File: src/rtl/vga_pkg.sv
// vga_pkg: default 640x480@60 mode constants, colour width and the registered sync flag bundle.
package vga_pkg;
  localparam int DEF_H_ACTIVE = 640;
  localparam int DEF_H_FP     = 16;
  localparam int DEF_H_SYNC   = 96;
  localparam int DEF_H_BP     = 48;
  localparam int DEF_V_ACTIVE = 480;
  localparam int DEF_V_FP     = 10;
  localparam int DEF_V_SYNC   = 2;
  localparam int DEF_V_BP     = 33;
  localparam int DEF_COORD_W  = 12;
  localparam int RGB_W        = 3;
  typedef struct packed {
    logic hs;
    logic vs;
    logic de;
    logic ls;
    logic fs;
  } sync_t;
endpackage

File: src/rtl/vga_pattern.sv
// vga_pattern: eight vertical colour bars from an incrementing bar counter, one register stage.
module vga_pattern
  import vga_pkg::*;
#(
  parameter int BAR_W = 80,
  parameter int CNT_W = 12
) (
  input  logic             clk_i,
  input  logic             rst_ni,
  input  logic             ce_i,
  input  logic             line_i,
  input  logic             de_i,
  output logic [RGB_W-1:0] r_o,
  output logic [RGB_W-1:0] g_o,
  output logic [RGB_W-1:0] b_o
);
  logic [2:0]       bar_q, bar_d;
  logic [CNT_W-1:0] cnt_q, cnt_d;
  logic             last;
  // bar_q/cnt_q describe the pixel currently held in the first timing stage; bar 7 absorbs the remainder
  always_comb begin
    last  = int'(cnt_q) == BAR_W - 1;
    cnt_d = line_i ? '0 : (bar_q == 3'd7) ? cnt_q : last ? '0 : CNT_W'(int'(cnt_q) + 1);
    bar_d = line_i ? '0 : (bar_q != 3'd7 && last) ? bar_q + 3'd1 : bar_q;
  end
  always_ff @(posedge clk_i or negedge rst_ni)
    if (!rst_ni) begin
      bar_q <= '0;
      cnt_q <= '0;
      r_o   <= '0;
      g_o   <= '0;
      b_o   <= '0;
    end else if (ce_i) begin
      bar_q <= bar_d;
      cnt_q <= cnt_d;
      r_o   <= de_i ? {RGB_W{bar_q[2]}} : '0;
      g_o   <= de_i ? {RGB_W{bar_q[1]}} : '0;
      b_o   <= de_i ? {RGB_W{bar_q[0]}} : '0;
    end
endmodule

File: src/rtl/vga_timing_gen.sv
// vga_timing_gen: parametrised VGA raster timing with pixel clock-enable.
// Define VGA_TIMING_PATTERN_EN to add the colour-bar outputs (latency grows from 1 to 2).
module vga_timing_gen
  import vga_pkg::*;
#(
  parameter int H_ACTIVE = DEF_H_ACTIVE,
  parameter int H_FP     = DEF_H_FP,
  parameter int H_SYNC   = DEF_H_SYNC,
  parameter int H_BP     = DEF_H_BP,
  parameter int V_ACTIVE = DEF_V_ACTIVE,
  parameter int V_FP     = DEF_V_FP,
  parameter int V_SYNC   = DEF_V_SYNC,
  parameter int V_BP     = DEF_V_BP,
  parameter bit SYNC_POL = 1'b0,
  parameter int COORD_W  = DEF_COORD_W
) (
  input  logic               i_Clk,
  input  logic               i_Rst_n,
  input  logic               i_Ce,
  output logic               o_HSync,
  output logic               o_VSync,
  output logic               o_De,
  output logic [COORD_W-1:0] o_x,
  output logic [COORD_W-1:0] o_y,
  output logic               o_LineStart,
  output logic               o_FrameStart
`ifdef VGA_TIMING_PATTERN_EN
  ,
  output logic [RGB_W-1:0]   o_R,
  output logic [RGB_W-1:0]   o_G,
  output logic [RGB_W-1:0]   o_B
`endif
);
  localparam int H_TOTAL = H_ACTIVE + H_FP + H_SYNC + H_BP;
  localparam int V_TOTAL = V_ACTIVE + V_FP + V_SYNC + V_BP;
  localparam int HS_BEG  = H_ACTIVE + H_FP;
  localparam int HS_END  = HS_BEG + H_SYNC;
  localparam int VS_BEG  = V_ACTIVE + V_FP;
  localparam int VS_END  = VS_BEG + V_SYNC;
  localparam sync_t S_RST = '{hs: ~SYNC_POL, vs: ~SYNC_POL, de: 1'b0, ls: 1'b0, fs: 1'b0};

  if (H_TOTAL > 2 ** COORD_W || V_TOTAL > 2 ** COORD_W) begin : g_bad_coord_w
    $error("vga_timing_gen: COORD_W too narrow for H_TOTAL/V_TOTAL");
  end

  logic [COORD_W-1:0] h_q, h_d, v_q, v_d, x_q, y_q;
  sync_t              s_q, s_d;
  int                 hx, vx;

  always_comb begin
    hx   = int'(h_q);
    vx   = int'(v_q);
    h_d  = (hx == H_TOTAL - 1) ? '0 : COORD_W'(hx + 1);
    v_d  = (hx != H_TOTAL - 1) ? v_q : (vx == V_TOTAL - 1) ? '0 : COORD_W'(vx + 1);
    s_d.hs = (hx >= HS_BEG && hx < HS_END) ? SYNC_POL : ~SYNC_POL;
    s_d.vs = (vx >= VS_BEG && vx < VS_END) ? SYNC_POL : ~SYNC_POL;
    s_d.de = hx < H_ACTIVE && vx < V_ACTIVE;
    s_d.ls = hx == 0;
    s_d.fs = hx == 0 && vx == 0;
  end

  always_ff @(posedge i_Clk or negedge i_Rst_n)
    if (!i_Rst_n) begin
      h_q <= '0;
      v_q <= '0;
      x_q <= '0;
      y_q <= '0;
      s_q <= S_RST;
    end else if (i_Ce) begin
      h_q <= h_d;
      v_q <= v_d;
      x_q <= h_q;
      y_q <= v_q;
      s_q <= s_d;
    end

`ifdef VGA_TIMING_PATTERN_EN
  logic [COORD_W-1:0] x2_q, y2_q;
  sync_t              s2_q;

  // second stage keeps timing outputs aligned with the registered colour
  always_ff @(posedge i_Clk or negedge i_Rst_n)
    if (!i_Rst_n) begin
      x2_q <= '0;
      y2_q <= '0;
      s2_q <= S_RST;
    end else if (i_Ce) begin
      x2_q <= x_q;
      y2_q <= y_q;
      s2_q <= s_q;
    end

  vga_pattern #(
    .BAR_W ((H_ACTIVE / 8 > 0) ? H_ACTIVE / 8 : 1),
    .CNT_W (COORD_W)
  ) u_pattern (
    .clk_i  (i_Clk),
    .rst_ni (i_Rst_n),
    .ce_i   (i_Ce),
    .line_i (h_q == '0),
    .de_i   (s_q.de),
    .r_o    (o_R),
    .g_o    (o_G),
    .b_o    (o_B)
  );

  assign o_HSync      = s2_q.hs;
  assign o_VSync      = s2_q.vs;
  assign o_De         = s2_q.de;
  assign o_LineStart  = s2_q.ls;
  assign o_FrameStart = s2_q.fs;
  assign o_x          = x2_q;
  assign o_y          = y2_q;
`else
  assign o_HSync      = s_q.hs;
  assign o_VSync      = s_q.vs;
  assign o_De         = s_q.de;
  assign o_LineStart  = s_q.ls;
  assign o_FrameStart = s_q.fs;
  assign o_x          = x_q;
  assign o_y          = y_q;
`endif
endmodule
File: config.mk
export PLATFORM = sky130hd
export DESIGN_NAME = vga_timing_gen
export DESIGN_NICKNAME = d
export VERILOG_FILES = /design/src/rtl/vga_pkg.sv /design/src/rtl/vga_pattern.sv /design/src/rtl/vga_timing_gen.sv
export SDC_FILE = /design/constraint.sdc
export NUM_CORES = 1
export LEC_CHECK = 0
export ABC_CLOCK_PERIOD_IN_PS = 3800
export CORE_MARGIN = 5
export CORE_UTILIZATION = 55
export CTS_BUF_LIST = sky130_fd_sc_hd__clkbuf_8
export CTS_CLUSTER_DIAMETER = 120
export DETAILED_ROUTE_END_ITERATION = 10
export PLACE_DENSITY_LB_ADDON = 0.1
export SYNTH_ARGS = -nofsm -noshare
export SYNTH_HDL_FRONTEND = slang
export SYNTH_SLANG_ARGS = --single-unit
File: constraint.sdc
create_clock -name i_Clk -period 3.8 [get_ports i_Clk]
set_clock_uncertainty 0.15 [all_clocks]
set_input_delay 0.76 -clock i_Clk [delete_from_list [all_inputs] [get_ports i_Clk]]
set_output_delay 0.76 -clock i_Clk [all_outputs]
set_load 0.02 [all_outputs]
==> flow_summary.yaml <==
die:
  core_um2: 4090
  start_util_pct: 58.0
  rows: 23
  die-area_um2: 5720
  die_w_um: 75.6
  ioPinCount: 32
  die_h_um: 75.6
clock_tree:
  cts_resized: 0
  cts_sinks: 53
  cts_hold_buf: 0
  ctsRootBufferMaster: "clkbuf_8"
  insertion_delay_ns: 0.30
  clk_pin_slew_worst_paths_ns: 0.09
  numCtsBuffers: 5
  post_cts_buffers: 0
  cts_tree: "yes"
  cts_buffer_depth: 2
  htree_num_levels: 2
run:
  max-cap-violations: 0
placed_design:
  place_congestion: 0.880
  io_buffers: 31
  post-place-cells: 280
  dp_hpwl_um: 3290
routing:
  drc: 0
  ant_nets: 0
  via_count: 1647
  first_pass_iters: 4
  drt-total-wl_um: 4630
  wl_per_cell_um: 16.1
  drt_iter0_drc: 71
  drt-vias-per-instance: 5.72
critical_path:
  endpoint_kind: "register"
  startpoint_type: "primary input"
  regToRegSetupSlack_ns: 1.44
  critPathMaxFanout: 7
  path_class: "in2reg"
  cp.arrival_ns: 2.86
  crit_required_ns: 3.88
yosys:
  synthCells: 204
  synth_edf_count: 0
  synth-seq-cells: 53
  ys_warn_count: 0
  ys_seq_area_share_pct: 56.1
  synth_flop_cell: "dfrtp_1"
  synth.distinct_cells: 35
  syn_avg_cell_area_um2: 11.6
  synthArstFlopShare_pct: 100
  synth_nets: 212
  syn-cell-area_um2: 2370
finish:
  final_net_count: 245
  syn2layout_area_growth_pct: 19.0
  antenna_cells: 0
  fill_cells: 316
  final_cell_mix: "51 x dfrtp_1, 30 x clkdlybuf4s50_1, 26 x mux2_2, 14 x nor2_1"
  mostFrequentLayoutCell: "dfrtp_1"
  fin_cells: 288
  drive_above_1_share_pct: 16.0
sta:
  slew_viol_final: 0
  max_slew_margin_pct: 55.2
  setup_violations: 0
  final-hold-violation-count: 0
  worstMarginPinSlew_ns: 0.662
  min_period_ns: 2.78
  tns_ns: 0
  finalCritPeriodShare_pct: 73.2
  max_freq_mhz: 360
  grt_setup_unrepaired: "no"
global_routing:
  grt_pass1_vias: 1623
  antenna_found_initial: 0
  grt.total_usage_pct: 17.8
  overflow: 0
  grt_first_pass_wirelength_um: 7710
  grt_max_degree: 41
power_and_ir_drop:
  power.density_nw_per_um2: 444
  ir_drop_uv: 377
  power.leakage_nw: 1.29
worst_hold_path:
  hold_path_class: "in2async"
run_status:
  status: "completed"
==> kinds of logic (layout without fill, tap and decap cells) <==
family	after synthesis	after routing	share of synthesized area, %
simple gates	68	68	15.5
flops	53	53	56.1
mux	26	26	12.4
compound gates	21	21	5.60
buf+inv	17	51	2.69
xor+xnor	14	14	5.17
fa+ha+maj	5	5	2.64
==> final cells by class <==
cell class / instances / area [µm²] / area share, %
flip-flops and latches: 53 / 1330 / 47.1
multi-input cells: 134 / 977 / 34.6
repair buffers: 34 / 328 / 11.6
clock buffers: 6 / 82.6 / 2.93
well taps: 50 / 62.6 / 2.22
inverters: 9 / 33.8 / 1.20
clock inverters: 2 / 7.51 / 0.266
==> critical path, stage by stage <==
cell             delay [ns]
clkdlybuf4s50_1        0.46
or3b_1                 0.39
or4b_1                 0.62
nor4_1                 0.43
xor2_1                 0.19
==> stage by stage <==
stage / power, mW / hold WS [ns] / utilization [%] / worst slack, ns / area [µm²]
2_1_floorplan: 0.840 / 0.314 / - / 1.29 / 2370
4_1_cts: 1.26 / 0.270 / 69.0 / 1.01 / 2820
5_1_grt: 1.32 / 0.299 / 69.0 / 0.870 / 2820
3_3_place_gp: 0.938 / 0.338 / 66.8 / 0.727 / 2730
3_5_place_dp: 0.949 / 0.329 / 66.8 / 0.703 / 2730
6_report: 1.25 / 0.256 / 69.0 / 1.02 / 2820
==> per-layer routing <==
layer,up-vias,GRT usage [%],part of all wire [%]
met5,-,0,0
met4,0,5.44,1.9
met3,10,4.88,4.2
met2,33,26.5,45
met1,815,25.7,49
li1,789,-,-
==> power by group <==
| group | internal [mW] | leakage, nW | switching (mW) |
|---|---|---|---|
| Combinational | 0.123 | 0.548 | 0.127 |
| Clock | 0.144 | 0.0538 | 0.173 |
| Sequential | 0.621 | 0.691 | 0.0661 |
==> cells in the mapped netlist, types with 2 or more instances <==
cell type	count	share of area (%)
a21o_1	2	0.63
a21oi_1	4	0.84
a31oi_1	3	0.79
and3_1	4	1.1
and4_1	2	0.74
buf_1	3	0.48
clkbuf_1	5	0.79
dfrtp_1	51	54
dfstp_2	2	2.2
ha_1	5	2.6
inv_1	9	1.4
mux2_2	26	12
nand2_1	12	1.9
nand2b_1	2	0.53
nand3_1	9	1.9
nand4_1	7	1.8
nor2_1	14	2.2
nor3_1	3	0.63
nor3b_1	2	0.63
nor4_1	6	1.6
o21ai_0	5	1.1
o22ai_1	3	0.79
xnor2_1	12	4.4
xor2_1	2	0.74
==> sequential cells by signal, indices dropped and copies added (netlist names) <==
register / flops
h_q: 12
o_FrameStart: 1
o_x: 12
v_q: 12
o_VSync: 1
o_De: 1
o_LineStart: 1
o_y: 12
o_HSync: 1
==> final timing paths <==
kind / startpoint / endpoint / cells after the start
worst max-delay path: i_Ce / v_q[10] / 5
worst min-delay path: i_Rst_n / h_q[2] / 1
worst max register to register: h_q[10] / v_q[10] / 4
worst min register to register: o_VSync / o_VSync / 2
max in group asynchronous: i_Rst_n / o_HSync / 2
min in group i_Clk: o_VSync / o_VSync / 2
(Power assumes the default switching activity.)
